$ cat src/rtl/acc_ctrl.sv
// Reduction controller: feeds the MAC its running partial sum, then holds the final result until the consumer is ready.
// Optional ACC_REQUANT_EN macro: rounds, shifts and saturates the result to int8 instead of passing it through raw.
`ifndef ACC_W
`define ACC_W 32
`endif

module acc_ctrl #(
  parameter int LEN_W = 8
) (
  input  logic              i_clk,
  input  logic              i_rst,
  input  logic              i_start,
  input  logic [LEN_W-1:0]  i_len,
  input  logic [1:0]        i_mode,
  input  logic [4:0]        i_shift,
  input  logic              i_mac_valid,
  input  logic [`ACC_W-1:0] i_mac_result,
  output logic [`ACC_W-1:0] o_psum,
  output logic [1:0]        o_mode,
  output logic              o_busy,
  output logic              o_out_valid,
  input  logic              i_out_ready,
  output logic [`ACC_W-1:0] o_out_data
);

  localparam int AW = `ACC_W;

  typedef enum logic [1:0] {IDLE, ACC, DRAIN} state_t;

  state_t                  state, state_nxt;
  logic [LEN_W-1:0]        len_r, cnt_r;
  logic [1:0]              mode_r;
  logic [4:0]              shift_r;
  logic signed [AW-1:0]    psum_r, out_data_r;
  logic                    start_ok, step, last_step;

  function automatic logic signed [AW-1:0] sat_int8(input logic signed [AW:0] q);
    if (q > (AW+1)'(127))       return AW'(127);
    else if (q < (AW+1)'(-128)) return AW'(-128);
    else                        return q[AW-1:0];
  endfunction

  // Half-LSB rounding before the arithmetic shift; one guard bit keeps the add from overflowing.
  function automatic logic signed [AW-1:0] requant(input logic signed [AW-1:0] v,
                                                   input logic [4:0] sh);
    logic signed [AW:0] ext, rnd, sum;
    ext = (AW+1)'(v);
    rnd = '0;
    if (sh != 5'd0) rnd[sh - 5'd1] = 1'b1;
    sum = ext + rnd;
    return sat_int8(sum >>> sh);
  endfunction

  function automatic logic signed [AW-1:0] out_fn(input logic signed [AW-1:0] v,
                                                  input logic [4:0] sh);
`ifdef ACC_REQUANT_EN
    return requant(v, sh);
`else
    logic unused_sh;
    unused_sh = ^sh;
    return v;
`endif
  endfunction

  assign start_ok  = (state == IDLE) && i_start && (i_len != '0);
  assign step      = (state == ACC) && i_mac_valid;
  assign last_step = step && (cnt_r == len_r - LEN_W'(1));

  always_ff @(posedge i_clk or posedge i_rst) begin
    if (i_rst) state <= IDLE;
    else       state <= state_nxt;
  end

  always_comb begin
    state_nxt = state;
    case (state)
      IDLE:    if (start_ok)    state_nxt = ACC;
      ACC:     if (last_step)   state_nxt = DRAIN;
      DRAIN:   if (i_out_ready) state_nxt = IDLE;
      default:                  state_nxt = IDLE;
    endcase
  end

  always_comb begin
    o_busy      = (state != IDLE);
    o_out_valid = (state == DRAIN);
    o_psum      = (state == ACC) ? psum_r : '0;
    o_mode      = mode_r;
    o_out_data  = out_data_r;
  end

  // Fields are captured only on an accepted start, so starts during ACC/DRAIN cannot disturb them.
  always_ff @(posedge i_clk or posedge i_rst) begin
    if (i_rst) begin
      len_r      <= '0;
      cnt_r      <= '0;
      mode_r     <= '0;
      shift_r    <= '0;
      psum_r     <= '0;
      out_data_r <= '0;
    end else if (start_ok) begin
      len_r   <= i_len;
      mode_r  <= i_mode;
      shift_r <= i_shift;
      psum_r  <= '0;
      cnt_r   <= '0;
    end else if (step) begin
      psum_r <= i_mac_result;
      cnt_r  <= cnt_r + LEN_W'(1);
      if (last_step) out_data_r <= out_fn(i_mac_result, shift_r);
    end
  end

endmodule

$ cat config.mk
export PLATFORM = sky130hd
export DESIGN_NAME = acc_ctrl
export DESIGN_NICKNAME = d
export VERILOG_FILES = /design/src/rtl/acc_ctrl.sv
export SDC_FILE = /design/constraint.sdc
export NUM_CORES = 1
export LEC_CHECK = 0
export CAP_MARGIN = 40
export CORE_UTILIZATION = 30
export DETAILED_ROUTE_END_ITERATION = 12
export PLACE_DENSITY = 0.63
export REMOVE_ABC_BUFFERS = 1
export SYNTH_ARGS = -nofsm -noshare
export SYNTH_HDL_FRONTEND = slang
export SYNTH_SLANG_ARGS = --single-unit
export TNS_END_PERCENT = 1
$ cat constraint.sdc
create_clock -name i_clk -period 7.2 [get_ports i_clk]
set_clock_uncertainty 0.15 [all_clocks]
set_input_delay 1.08 -clock i_clk [delete_from_list [all_inputs] [get_ports i_clk]]
set_output_delay 1.08 -clock i_clk [all_outputs]
set_load 0.005 [all_outputs]
# Word-level counts from Yosys, hierarchy flattened
# Cells that the tools add are included.
# classes
add_sub_neg	2
eq_ne	6
n_mux	9
n_bitwise	1
reduce_logical	10
# ops
op	n
32-bit 2-to-1 mux	3
8-bit 2-to-1 mux	2
8-bit by 1-bit adder with 8-bit output, second input constant	1
8-bit equality test	1
8-bit nonzero test	1
8-bit by 1-bit subtractor with 8-bit output, second input constant	1
2-bit 2-to-1 mux	3
2-bit case mux with 3 select lines	1
3-bit AND reduction	2
1-bit logical AND	4
2-bit != test, second input constant	2
2-bit nonzero test	2
2-bit by 1-bit equality test with 1-bit output, second input constant	1
2-bit equality test, second input constant	1
2-bit logical NOT	1
2-bit by 1-bit != test with 1-bit output, second input constant	1
1-bit inverter	1
# word_totals
ff_bits	84
in_bits	52
word_cells	34

# Depth between registers and ports, before layout
# Gate-level depths: netlist of the first run.
# logic_depth
ltp_word	5
mapped_depth	8

# Worst setup path before layout of the first run
# Ideal clock, no wire load.
# synth_timing
kind	input to register
from	input port i_mac_valid
to	register out_data_r[10], in the netlist o_out_data[10]
arrival_time_ps	2493
required_ps	6925
path_slack_ps	4432
cell_stages	6
path_buffers	1
cell_sequence	nand3b_1 > nor3_1 > o211ai_1 > a211oi_4 > buf_6 > mux2_2
# synth_between
elab_chain_len	3
# synth_rtl
item	line_no	text
start, declared	16	input logic i_mac_valid,
1-bit logical AND *	66	assign step = (state == ACC) && i_mac_valid;
1-bit logical AND	67	assign last_step = step && (cnt_r == len_r - LEN_W'(1));
3-bit AND reduction (no line) *	n/a	
end signal, assigned	110	if (last_step) out_data_r <= out_fn(i_mac_result, shift_r);
end, declared	34	logic signed [AW-1:0] psum_r, out_data_r;
# Mark *: on every way between the ends. The rest lies on a longest branch, timed or not.
# A chain may end at the register's enable or synchronous reset.

# Worst setup path after layout of the first run
# layout_timing
from	input port i_mac_valid
to	register out_data_r[25], in the netlist o_out_data[25]
# The elaborated chain is that of the path after synthesis.

==> results of run 1 <==
[through the flow]
stage / hold slack [ns] / cells / total power, mW
2_1_floorplan: 0.333 / 337 / 1.27
3_3_place_gp: 0.322 / 624 / 1.82
3_5_place_dp: 0.337 / 624 / 1.85
4_1_cts: 0.354 / 640 / 2.28
5_1_grt: 0.369 / 640 / 2.41
6_report: 0.352 / 640 / 2.24
[worst max-delay path by stage]
stage | slack (ns) | start | to
floorplan | 3.36 | i_len[2] | len_r[2]$_DFFE_PP0P_
global placement | 3.12 | i_mac_valid | o_out_data[30]$_DFFE_PP0P_
detailed placement | 3.06 | i_mac_valid | o_out_data[18]$_DFFE_PP0P_
CTS | 3.41 | i_mac_valid | o_out_data[25]$_DFFE_PP0P_
global route | 3.27 | i_mac_valid | o_out_data[23]$_DFFE_PP0P_
finish | 3.49 | i_mac_valid | o_out_data[25]$_DFFE_PP0P_
[layout make-up]
class                   count  share of cell area
clock buffers              10              0.0427
clock inverters             6             0.00746
inverters                   8             0.00583
multi-input cells         245               0.294
flip-flops and latches     84               0.392
well taps                 168              0.0392
repair buffers            119               0.220
[placed cells by master (no fill, tap or decap), drive strengths merged, types with 2 or more instances in the layout]
master and n:
nand4 4, clkdlybuf4s50 114, nor3 4, inv 8
ha 2, o21ai 4, and2 32, nand2b 4
nor2 10, o21bai 2, xor2 10, nor4 3
nor2b 2, buf 5, and3 3, a211oi 2
clkinv 5, dfrtp 84, a21oi 37, clkbuf 10
xnor2 5, mux2 40, nand2 73
[state kept, by name, indices dropped and copies added (netlist names)]
register / cells
psum_r: 32
len_r: 8
cnt_r: 8
o_out_data: 32
state: 2
o_mode: 2
[where the power goes]
part,internal [mW],switching [mW]
sequential,0.682,0.135
clock,0.234,0.189
combinational,0.613,0.390
[kinds of logic after synthesis]
family                   Yosys count
XOR/XNOR                          15
buffers and inverters             27
flip-flops                        84
AND/OR/NAND/NOR                  138
adder cells (fa/ha/maj)            2
multiplexers                      40
AO/OA/AOI/OAI                     50
[metal layers]
metal	part of all wire	track usage	vias up	routed length [um]
li1	-	-	1405	-
met1	0.44	0.184	1408	4020
met2	0.49	0.252	69	4440
met3	0.062	0.0535	8	570
met4	0.010	0.0424	0	94
met5	0	0	-	0
[worst max-delay path, delay by kind of cell]
| family | cells | cell delay (ns) |
|---|---|---|
| buffers and inverters | 3 | 1.17 |
| muxes | 1 | 0.38 |
| and+or+nand+nor | 2 | 0.31 |
| AOI/OAI and AO/OA | 2 | 0.81 |
==> results.md, run 1 <==
- Die width: 114 um
- Hold WC Path Type: reg -> reg
- Initial antenna violation count: 0
- Final number of setup-violating endpoints: 0
- Antenna cells: 0
- Critical path's most frequent cell: buf_4
- WHS Path Cells: 1
- Syn Std Cell Area: 3790 sq um
- Leading post-synthesis cells by cell area: dfrtp_1 56%, mux2_2 11%, nand2_1 7.2%, and2_1 5.3%, a21oi_1 4.9%
- Antenna Violating Nets Remaining: 0
- Dominant cell type by area after synthesis: dfrtp_1
- Final setup margin: 3.49 ns
- Async SR Flop Fraction: 1.00
- Hold Path End: o_out_data[0]$_DFFE_PP0P_
- FILL cells: 1154
- HPWL after detailed placement: 6090 um
- Routability congestion estimate: 0.762
- Cell variety after synth: 33
- Pin count of the biggest net entering global routing: 54
- End of the worst register-to-register path: o_out_data[25]$_DFFE_PP0P_
- Post-synth EDFFs: 0
- Worst r2r path cells: 8
- First-pass GRT wire length: 15200 um
- DRT Pass-1 Iters: 4
- Post-Route Setup TNS: 0 ns
- PD cells: 418 nW/um^2
- Root Buffer: clkbuf_16
- Slew margin rel.: 0.489
- CP required: 7.27 ns
- Worst Path Max Fanout: 34
- Tot GR Track Use: 0.151
- Final Cycle Share: 0.516
- Status: complete, no violations
- Die area: 13100 sq um
- CP Class: in -> reg
- Tmin final: 3.71 ns
- Post-synthesis compound-gate area fraction: 0.0767
- Htree depth: 3
- Most common cell in the netlist: dfrtp_1
- Post-CTS Hold Buffers: 0
- Crit path DAT: 3.78 ns
- Worst-path cell chain: clkdlybuf4s50_1 > nand3b_1 > buf_4 > nor3_1 > o211ai_1 > a211oi_4 > buf_4 > mux2_2
- Final cell utilization of the core: 0.441
- Post-Synth XOR/XNOR Area: 0.0347
- R2R setup slack: 4.03 ns
- Crit path capture type: flip-flop
- Reg clk slew, reported paths: 0.06 ns
- Top cell type's share of synthesized area: 0.555
- WL final: 9120 um
- CTS tree: done
- Core area: 12200 sq um
- Highest clock rate: 269 MHz
- Sequential cell area: 2100 sq um
- Site row count: 40
- Post-Synth Adder-Cell Area: 0.00661
- Fin. Hold Viols: 0
- Vias in the first global route: 3059
- Congestion Overflow GR: 0
- Crit-path max cell delay: 0.62 ns
- RSZ-0062 raised after global routing: no
- Post-CTS setup buffers: 0
- Max Cap Violations: 0
- Via density: 4.52
- Seq/Total Area, Yosys: 0.555
- Number of port buffers: 114
- Pins Over Slew Limit: 0
- Clock Sinks: 84
- Area Growth Syn to Fin: 41.7%
- DR iter-0 viols: 77
- Num CTS Buffers: 9
- Least-Margin Pin Slew: 0.766 ns
- Synth Register Bits: 84
- Area of the multi-input gates: 1580 sq um
- Syn Area/Cell: 10.6 sq um
- Mux contribution to synthesized area: 0.119
- Dpl cell area: 5100 sq um
- Simple-gate share of the synthesized area: 0.175
- Share of cells above drive strength 1: 0.136
- Top cells by count, synth: 84 x dfrtp_1, 73 x nand2_1, 38 x mux2_2
- Pre-CTS setup slack: 3.06 ns
- Yosys warns: 0
- Clk Latency, worst-skew pair: 0.33 ns
- Leak: 2.34 nW
- Routed len/inst: 14.3 um
- Slowest CP cell: a211oi_4
- Post-CTS sizing: 0
- Worst VDD drop: 0.211 mV
- Ys flop type: dfrtp_1
- Io pins: 120
- Vias: 2890
- Worst setup SP type: input pin
- Final Cell Area: 5370 sq um
- HP Start: o_out_data[0]$_DFFE_PP0P_
- Cells after synthesis: 356
- Largest family of logic cells by synthesized area: simple AND/OR/NAND/NOR gates
- Drc violations: 0
- Nets: 521
- RR Startpoint: len_r[0]$_DFFE_PP0P_
- CTS max path bufs: 2
- Die height: 114 um
- Starting Density: 0.311
No activity file was read; power rests on OpenSTA's default activity.
==> run 2: changes to the inputs <==
--- a/config.mk
+++ b/config.mk
@@ -8,7 +8,7 @@
 export CAP_MARGIN = 40
 export CORE_UTILIZATION = 30
 export DETAILED_ROUTE_END_ITERATION = 12
-export PLACE_DENSITY = 0.63
+export PLACE_DENSITY = 0.65
 export REMOVE_ABC_BUFFERS = 1
 export SYNTH_ARGS = -nofsm -noshare
 export SYNTH_HDL_FRONTEND = slang
==> constraint.sdc (replaced) <==
create_clock -name i_clk -period 3.12 [get_ports i_clk]
set_clock_uncertainty 0.15 [all_clocks]
set_input_delay 0.468 -clock i_clk [delete_from_list [all_inputs] [get_ports i_clk]]
set_output_delay 0.468 -clock i_clk [all_outputs]
set_load 0.005 [all_outputs]
==> run 2 against run 1 <==
Against the previous run: sequential share of layout area is 0.74 points lower; worst hold slack worse by 0.015 ns; critical path depth stayed put; critical endpoint is now o_out_data[15]$_DFFE_PP0P_; clock-buffer cell count is 2 higher; total power is 140% higher; largest power group unchanged; register-to-register slack worse by 3.6 ns; final area is 1.9% higher.
==> results.md, run 2 (synthesized netlist as in run 1, its figures left out) <==
- Pre-CTS setup slack: 0.369 ns (-2.69 ns)
- Post-CTS setup buffers: 0 (unchanged)
- Least-Margin Pin Slew: 0.775 ns (+0.00846 ns)
- WL final: 9300 um (+2.0%)
- Congestion Overflow GR: 0 (unchanged)
- Die height: 114 um (unchanged)
- Antenna Violating Nets Remaining: 0 (unchanged)
- CP required: 3.18 ns (-4.09 ns)
- Htree depth: 3 (unchanged)
- Vias: 2975 (+2.9%)
- Dpl cell area: 5170 sq um (+1.3%)
- Num CTS Buffers: 9 (unchanged)
- Fin. Hold Viols: 0 (unchanged)
- Initial antenna violation count: 0 (unchanged)
- Highest clock rate: 368 MHz
- Share of cells above drive strength 1: 0.144 (+0.00876)
- Die width: 114 um (unchanged)
- Post-CTS sizing: 0 (unchanged)
- Post-CTS Hold Buffers: 0 (unchanged)
- Number of port buffers: 114 (unchanged)
- Io pins: 120 (unchanged)
- Slew margin rel.: 0.482 (-0.00679)
- DR iter-0 viols: 99 (+29%)
- Worst Path Max Fanout: 23 (-32%)
- Final Cycle Share: 0.872
- Hold WC Path Type: reg -> reg
- Most common cell after layout, fill and taps aside: clkdlybuf4s50_1
- First-pass GRT wire length: 15200 um (+0.45%)
- Reg clk slew, reported paths: 0.06 ns (about the same)
- Core area: 12200 sq um (unchanged)
- CP Class: reg -> reg
- Crit path capture type: flip-flop
- Clock Sinks: 84 (unchanged)
- Nets: 527 (+1.2%)
- CTS tree: done
- Starting Density: 0.311 (unchanged)
- Int Pwr: 3.68 mW (+140%)
- Routability congestion estimate: 0.798 (+4.7%)
- RSZ-0062 raised after global routing: no
- Via density: 4.61 (+2.0%)
- Max Cap Violations: 0 (unchanged)
- DRT Pass-1 Iters: 5 (+1)
- CTS max path bufs: 2 (unchanged)
- Routed len/inst: 14.4 um (+1.0%)
- Final setup margin: 0.400 ns (-3.09 ns)
- Die area: 13100 sq um (unchanged)
- Drc violations: 0 (unchanged)
- Worst setup SP type: flip-flop
- Vias in the first global route: 3031 (-0.92%)
- Most frequent cells in the layout: 114 x clkdlybuf4s50_1, 84 x dfrtp_1, 73 x nand2_1
- Pins Over Slew Limit: 0 (unchanged)
- Pin count of the biggest net entering global routing: 38 (-30%)
- Clock network power share: 0.200 (+0.011)
- Psw: 1.65 mW (+130%)
- Status: complete, no violations
- Antenna cells: 0 (unchanged)
- PD cells: 975 nW/um^2 (+130%)
- Leak: 2.39 nW (+2.3%)
- Root Buffer: clkbuf_16
- Tot GR Track Use: 0.151 (-0.000206)
- Site row count: 40 (unchanged)
- Clk Latency, worst-skew pair: 0.33 ns (about the same)
- Final number of setup-violating endpoints: 0 (unchanged)
- HPWL after detailed placement: 6610 um (+8.5%)
- Final Cell Area: 5470 sq um (+1.9%)
- Final cell utilization of the core: 0.450 (+0.00854)
- Crit path DAT: 2.78 ns (-1.00 ns)
- Worst VDD drop: 0.394 mV (+86%)
- Area Growth Syn to Fin: 44.5%
- Tmin final: 2.72 ns
- Sequential power share: 0.355 (-0.009)
- Switching Share: 0.309 (-0.00899)
- WHS: 0.337 ns (-0.0145 ns)
- Combinational share of power: 0.445 (-0.002)
-- run 2: metal layers --
layer | vias up | GRT usage | wire length, um
met5 | - | 0 | 0
met4 | 0 | 0.0667 | 199
met3 | 16 | 0.0482 | 661
met2 | 95 | 0.235 | 4330
met1 | 1445 | 0.191 | 4110
li1 | 1419 | - | -
-- run 2: worst max-delay path, stage by stage, from the launching register on --
cell,delay [ns]
dfrtp_1,0.45
inv_1,0.08
ha_1,0.30
o21bai_1,0.20
a211oi_1,0.24
o21ai_0,0.18
a211oi_4,0.25
buf_4,0.36
mux2_2,0.38
-- run 2: area by class of cell --
type / count / area (sq um)
fill: 1166 / 6690
sequential: 84 / 2100
multi-input combinational: 245 / 1570
timing repair buffer: 125 / 1250
clock buffer: 12 / 256
tap: 168 / 210
clock inverter: 4 / 47.5
inverter: 8 / 31.3
-- run 2: path summary, 6_finish.rpt --
check	startpoint	slack, ns	end	depth (start not counted)
worst min register to register	o_out_data[0]$_DFFE_PP0P_	0.34	o_out_data[0]$_DFFE_PP0P_	1
worst max-delay path	len_r[0]$_DFFE_PP0P_	0.40	o_out_data[15]$_DFFE_PP0P_	8
max in group asynchronous	i_rst	1.71	psum_r[4]$_DFFE_PP0P_	3
worst max register to register	len_r[0]$_DFFE_PP0P_	0.40	o_out_data[15]$_DFFE_PP0P_	8
min in group asynchronous	i_rst	0.39	len_r[7]$_DFFE_PP0P_	2
worst min-delay path	o_out_data[0]$_DFFE_PP0P_	0.34	o_out_data[0]$_DFFE_PP0P_	1
-- run 2: power by group through the flow --
stage / sequential, mW / combinational [mW] / clock (mW)
6_report: 1.90 / 2.37 / 1.06
3_5_place_dp: 1.92 / 2.39 / 0
4_1_cts: 1.90 / 2.41 / 1.10
2_1_floorplan: 1.86 / 1.08 / 0
3_3_place_gp: 1.88 / 2.36 / 0
5_1_grt: 1.96 / 2.61 / 1.15
-- run 2: stage by stage --
step | std cells | TNS (ns) | total power [mW]
2_1_floorplan | 337 | -4.37 | 2.94
3_3_place_gp | 630 | 0 | 4.24
3_5_place_dp | 630 | 0 | 4.31
4_1_cts | 646 | 0 | 5.42
5_1_grt | 646 | 0 | 5.72
6_report | 646 | 0 | 5.33
==> run 3: changes to the inputs <==
--- a/config.mk
+++ b/config.mk
@@ -8,6 +8,7 @@
 export CAP_MARGIN = 40
 export CORE_UTILIZATION = 30
 export DETAILED_ROUTE_END_ITERATION = 12
+export GPL_TIMING_DRIVEN = 0
 export PLACE_DENSITY = 0.65
 export REMOVE_ABC_BUFFERS = 1
 export SYNTH_ARGS = -nofsm -noshare
==> run 3 against run 2 <==
Against the previous run: fmax is 1.0% lower; clock-buffer cell count is 1 lower; largest power group unchanged; critical path type unchanged; worst hold slack better by 0.020 ns.
==> results.md, run 3 (synthesized netlist as in run 1, its figures left out) <==
- Status: complete, no violations
- Nets: 526 (-0.19%)
- Reg clk slew, reported paths: 0.06 ns (about the same)
- Drc violations: 0 (unchanged)
- Worst setup SP type: flip-flop
- Most common cell after layout, fill and taps aside: clkdlybuf4s50_1
- Pin count of the biggest net entering global routing: 49 (+29%)
- Initial antenna violation count: 0 (unchanged)
- PD cells: 959 nW/um^2 (-1.7%)
- Antenna Violating Nets Remaining: 0 (unchanged)
- Io pins: 120 (unchanged)
- Antenna cells: 0 (unchanged)
- Site row count: 40 (unchanged)
- Dpl cell area: 5180 sq um (+0.29%)
- Congestion Overflow GR: 0 (unchanged)
- Combinational share of power: 0.454 (+0.009)
- Via density: 4.60 (about the same)
- Clock network power share: 0.187 (-0.013)
- Post-CTS sizing: 0 (unchanged)
- Post-Route Setup TNS: 0 ns (unchanged)
- Psw: 1.68 mW (+1.9%)
- Share of cells above drive strength 1: 0.145 (+0.000303)
- CTS max path bufs: 2 (unchanged)
- Fin. Hold Viols: 0 (unchanged)
- Final number of setup-violating endpoints: 0 (unchanged)
- Total power: 5.27 mW (-1.2%)
- Worst VDD drop: 0.382 mV (-3.1%)
- Pins Over Slew Limit: 0 (unchanged)
- Slowest CP cell: dfrtp_1
- DR iter-0 viols: 107 (+8.1%)
- Root Buffer: clkbuf_16
- Die area: 13100 sq um (unchanged)
- Tot GR Track Use: 0.152 (+0.00148)
- Int Pwr: 3.59 mW (-2.7%)
- Switching Share: 0.319 (+0.00988)
- RR Startpoint: len_r[0]$_DFFE_PP0P_
- Crit path buf inv count: 3 (+1)
- Top delay family on crit path: compound AO/OA/AOI/OAI gates
- Final Cycle Share: 0.881 (+0.00910)
- Leak: 2.39 nW (+0.14%)
- Routed len/inst: 14.6 um (+1.5%)
- Tmin final: 2.75 ns (+0.0284 ns)
- Core area: 12200 sq um (unchanged)
- Sequential power share: 0.358 (+0.003)
- HPWL after detailed placement: 6460 um (-2.3%)
- Starting Density: 0.311 (unchanged)
- RSZ-0062 raised after global routing: no
- Clock Sinks: 84 (unchanged)
- Highest clock rate: 364 MHz (-1.0%)
- Most frequent cells in the layout: 114 x clkdlybuf4s50_1, 84 x dfrtp_1, 73 x nand2_1
- WHS: 0.357 ns (+0.0195 ns)
- Least-Margin Pin Slew: 0.797 ns (+0.0224 ns)
- Hold WC Path Type: in -> async
- Worst Path Max Fanout: 14 (-39%)
- Vias in the first global route: 3081 (+1.6%)
- Routability congestion estimate: 0.715 (-10%)
- Die height: 114 um (unchanged)
- Area Growth Syn to Fin: 45.1%
- Crit-path max cell delay: 0.47 ns (+0.02 ns)
- Final Cell Area: 5490 sq um (+0.43%)
- CP required: 3.19 ns (about the same)
- Vias: 2970 (-0.17%)
- Crit path capture type: flip-flop
- WL final: 9420 um (+1.3%)
- Num CTS Buffers: 9 (unchanged)
- CTS tree: done
- Die width: 114 um (unchanged)
- CP Class: reg -> reg
- Critical path origin: len_r[0]$_DFFE_PP0P_
- Max Cap Violations: 0 (unchanged)
- DRT Pass-1 Iters: 4 (-1)
- Final cell utilization of the core: 0.452 (+0.00195)
- First-pass GRT wire length: 15300 um (+0.72%)
- Htree depth: 3 (unchanged)
- Number of port buffers: 114 (unchanged)
- Clk Latency, worst-skew pair: 0.34 ns (about the same)
- Worst-path cell chain: inv_1 > ha_1 > o21bai_1 > a211oi_1 > o21ai_0 > a211oi_4 > buf_4 > buf_16 > mux2_2
- Slew margin rel.: 0.468 (-0.0138)
- Crit path DAT: 2.82 ns (+0.04 ns)
- FILL cells: 1163 (-0.26%)
-- run 3: cell count changes in the layout (fill, tap and decap cells not counted) --
cell | previous run | this run
buf_4 | 9 | 3
buf_8 | 0 | 3
buf_16 | 0 | 2
and3b_1 | 1 | 0
and3b_2 | 0 | 1
bufinv_16 | 1 | 0
clkbuf_8 | 2 | 1
clkinv_2 | 3 | 4
inv_4 | 0 | 1
-- run 3: path summary, 6_finish.rpt --
path | to | slack, ns | cells past startpoint
max | o_out_data[13]$_DFFE_PP0P_ | 0.37 | 9
min | o_out_data[11]$_DFFE_PP0P_ | 0.36 | 2
max reg2reg | o_out_data[13]$_DFFE_PP0P_ | 0.37 | 9
min reg2reg | o_out_data[21]$_DFFE_PP0P_ | 0.36 | 1
max in group asynchronous | o_out_data[6]$_DFFE_PP0P_ | 1.85 | 3
min in group i_clk | o_out_data[21]$_DFFE_PP0P_ | 0.36 | 1
-- run 3: worst reg2reg max path: cells and delay by family (launching register included) --
family                     cells  cell delay [ns]
DFF                            1             0.47
AOI/OAI and AO/OA              4             0.93
adders and majority gates      1             0.30
buffers and inverters          3             0.44
muxes                          1             0.35
-- run 3: final cells by class --
type | instances | area (sq um) | area share
timing repair buffer | 124 | 1300 | 0.237
clock buffer | 11 | 243 | 0.0442
multi-input combinational | 245 | 1580 | 0.287
inverter | 8 | 32.5 | 0.00592
tap | 168 | 210 | 0.0383
clock inverter | 5 | 27.5 | 0.00501
sequential | 84 | 2100 | 0.383
-- run 3: per-layer routing --
metal | up-vias | share of wire | global-route usage
li1 | 1417 | - | -
met1 | 1456 | 0.44 | 0.186
met2 | 93 | 0.47 | 0.246
met3 | 4 | 0.079 | 0.0630
met4 | 0 | 0.0062 | 0.0416
met5 | - | 0 | 0
-- run 3: stage by stage --
stage / setup WS [ns] / cells
after detailed placement: -0.818 / 625
after global routing: 0.242 / 645
after global placement: -2.08 / 619
final: 0.371 / 645
after CTS: 0.0334 / 642
after floorplan: -0.165 / 337
-- run 3: power groups by stage --
stage / clock, mW / sequential (mW) / combinational, mW
final: 0.987 / 1.89 / 2.39
after detailed placement: 0 / 1.90 / 2.41
after global routing: 1.06 / 1.96 / 2.62
after floorplan: 0 / 1.86 / 1.08
after CTS: 1.01 / 1.89 / 2.43
after global placement: 0 / 1.88 / 2.32
-- run 3: repair_timing --
| action | in CTS | in global routing |
|---|---|---|
| endpoints found under the setup margin | 34 | 24 |
| pin swaps | 1 | 1 |
| cloned | 0 | 0 |
| hold buffers | 0 | 0 |
| setup buffers | 1 | 3 |
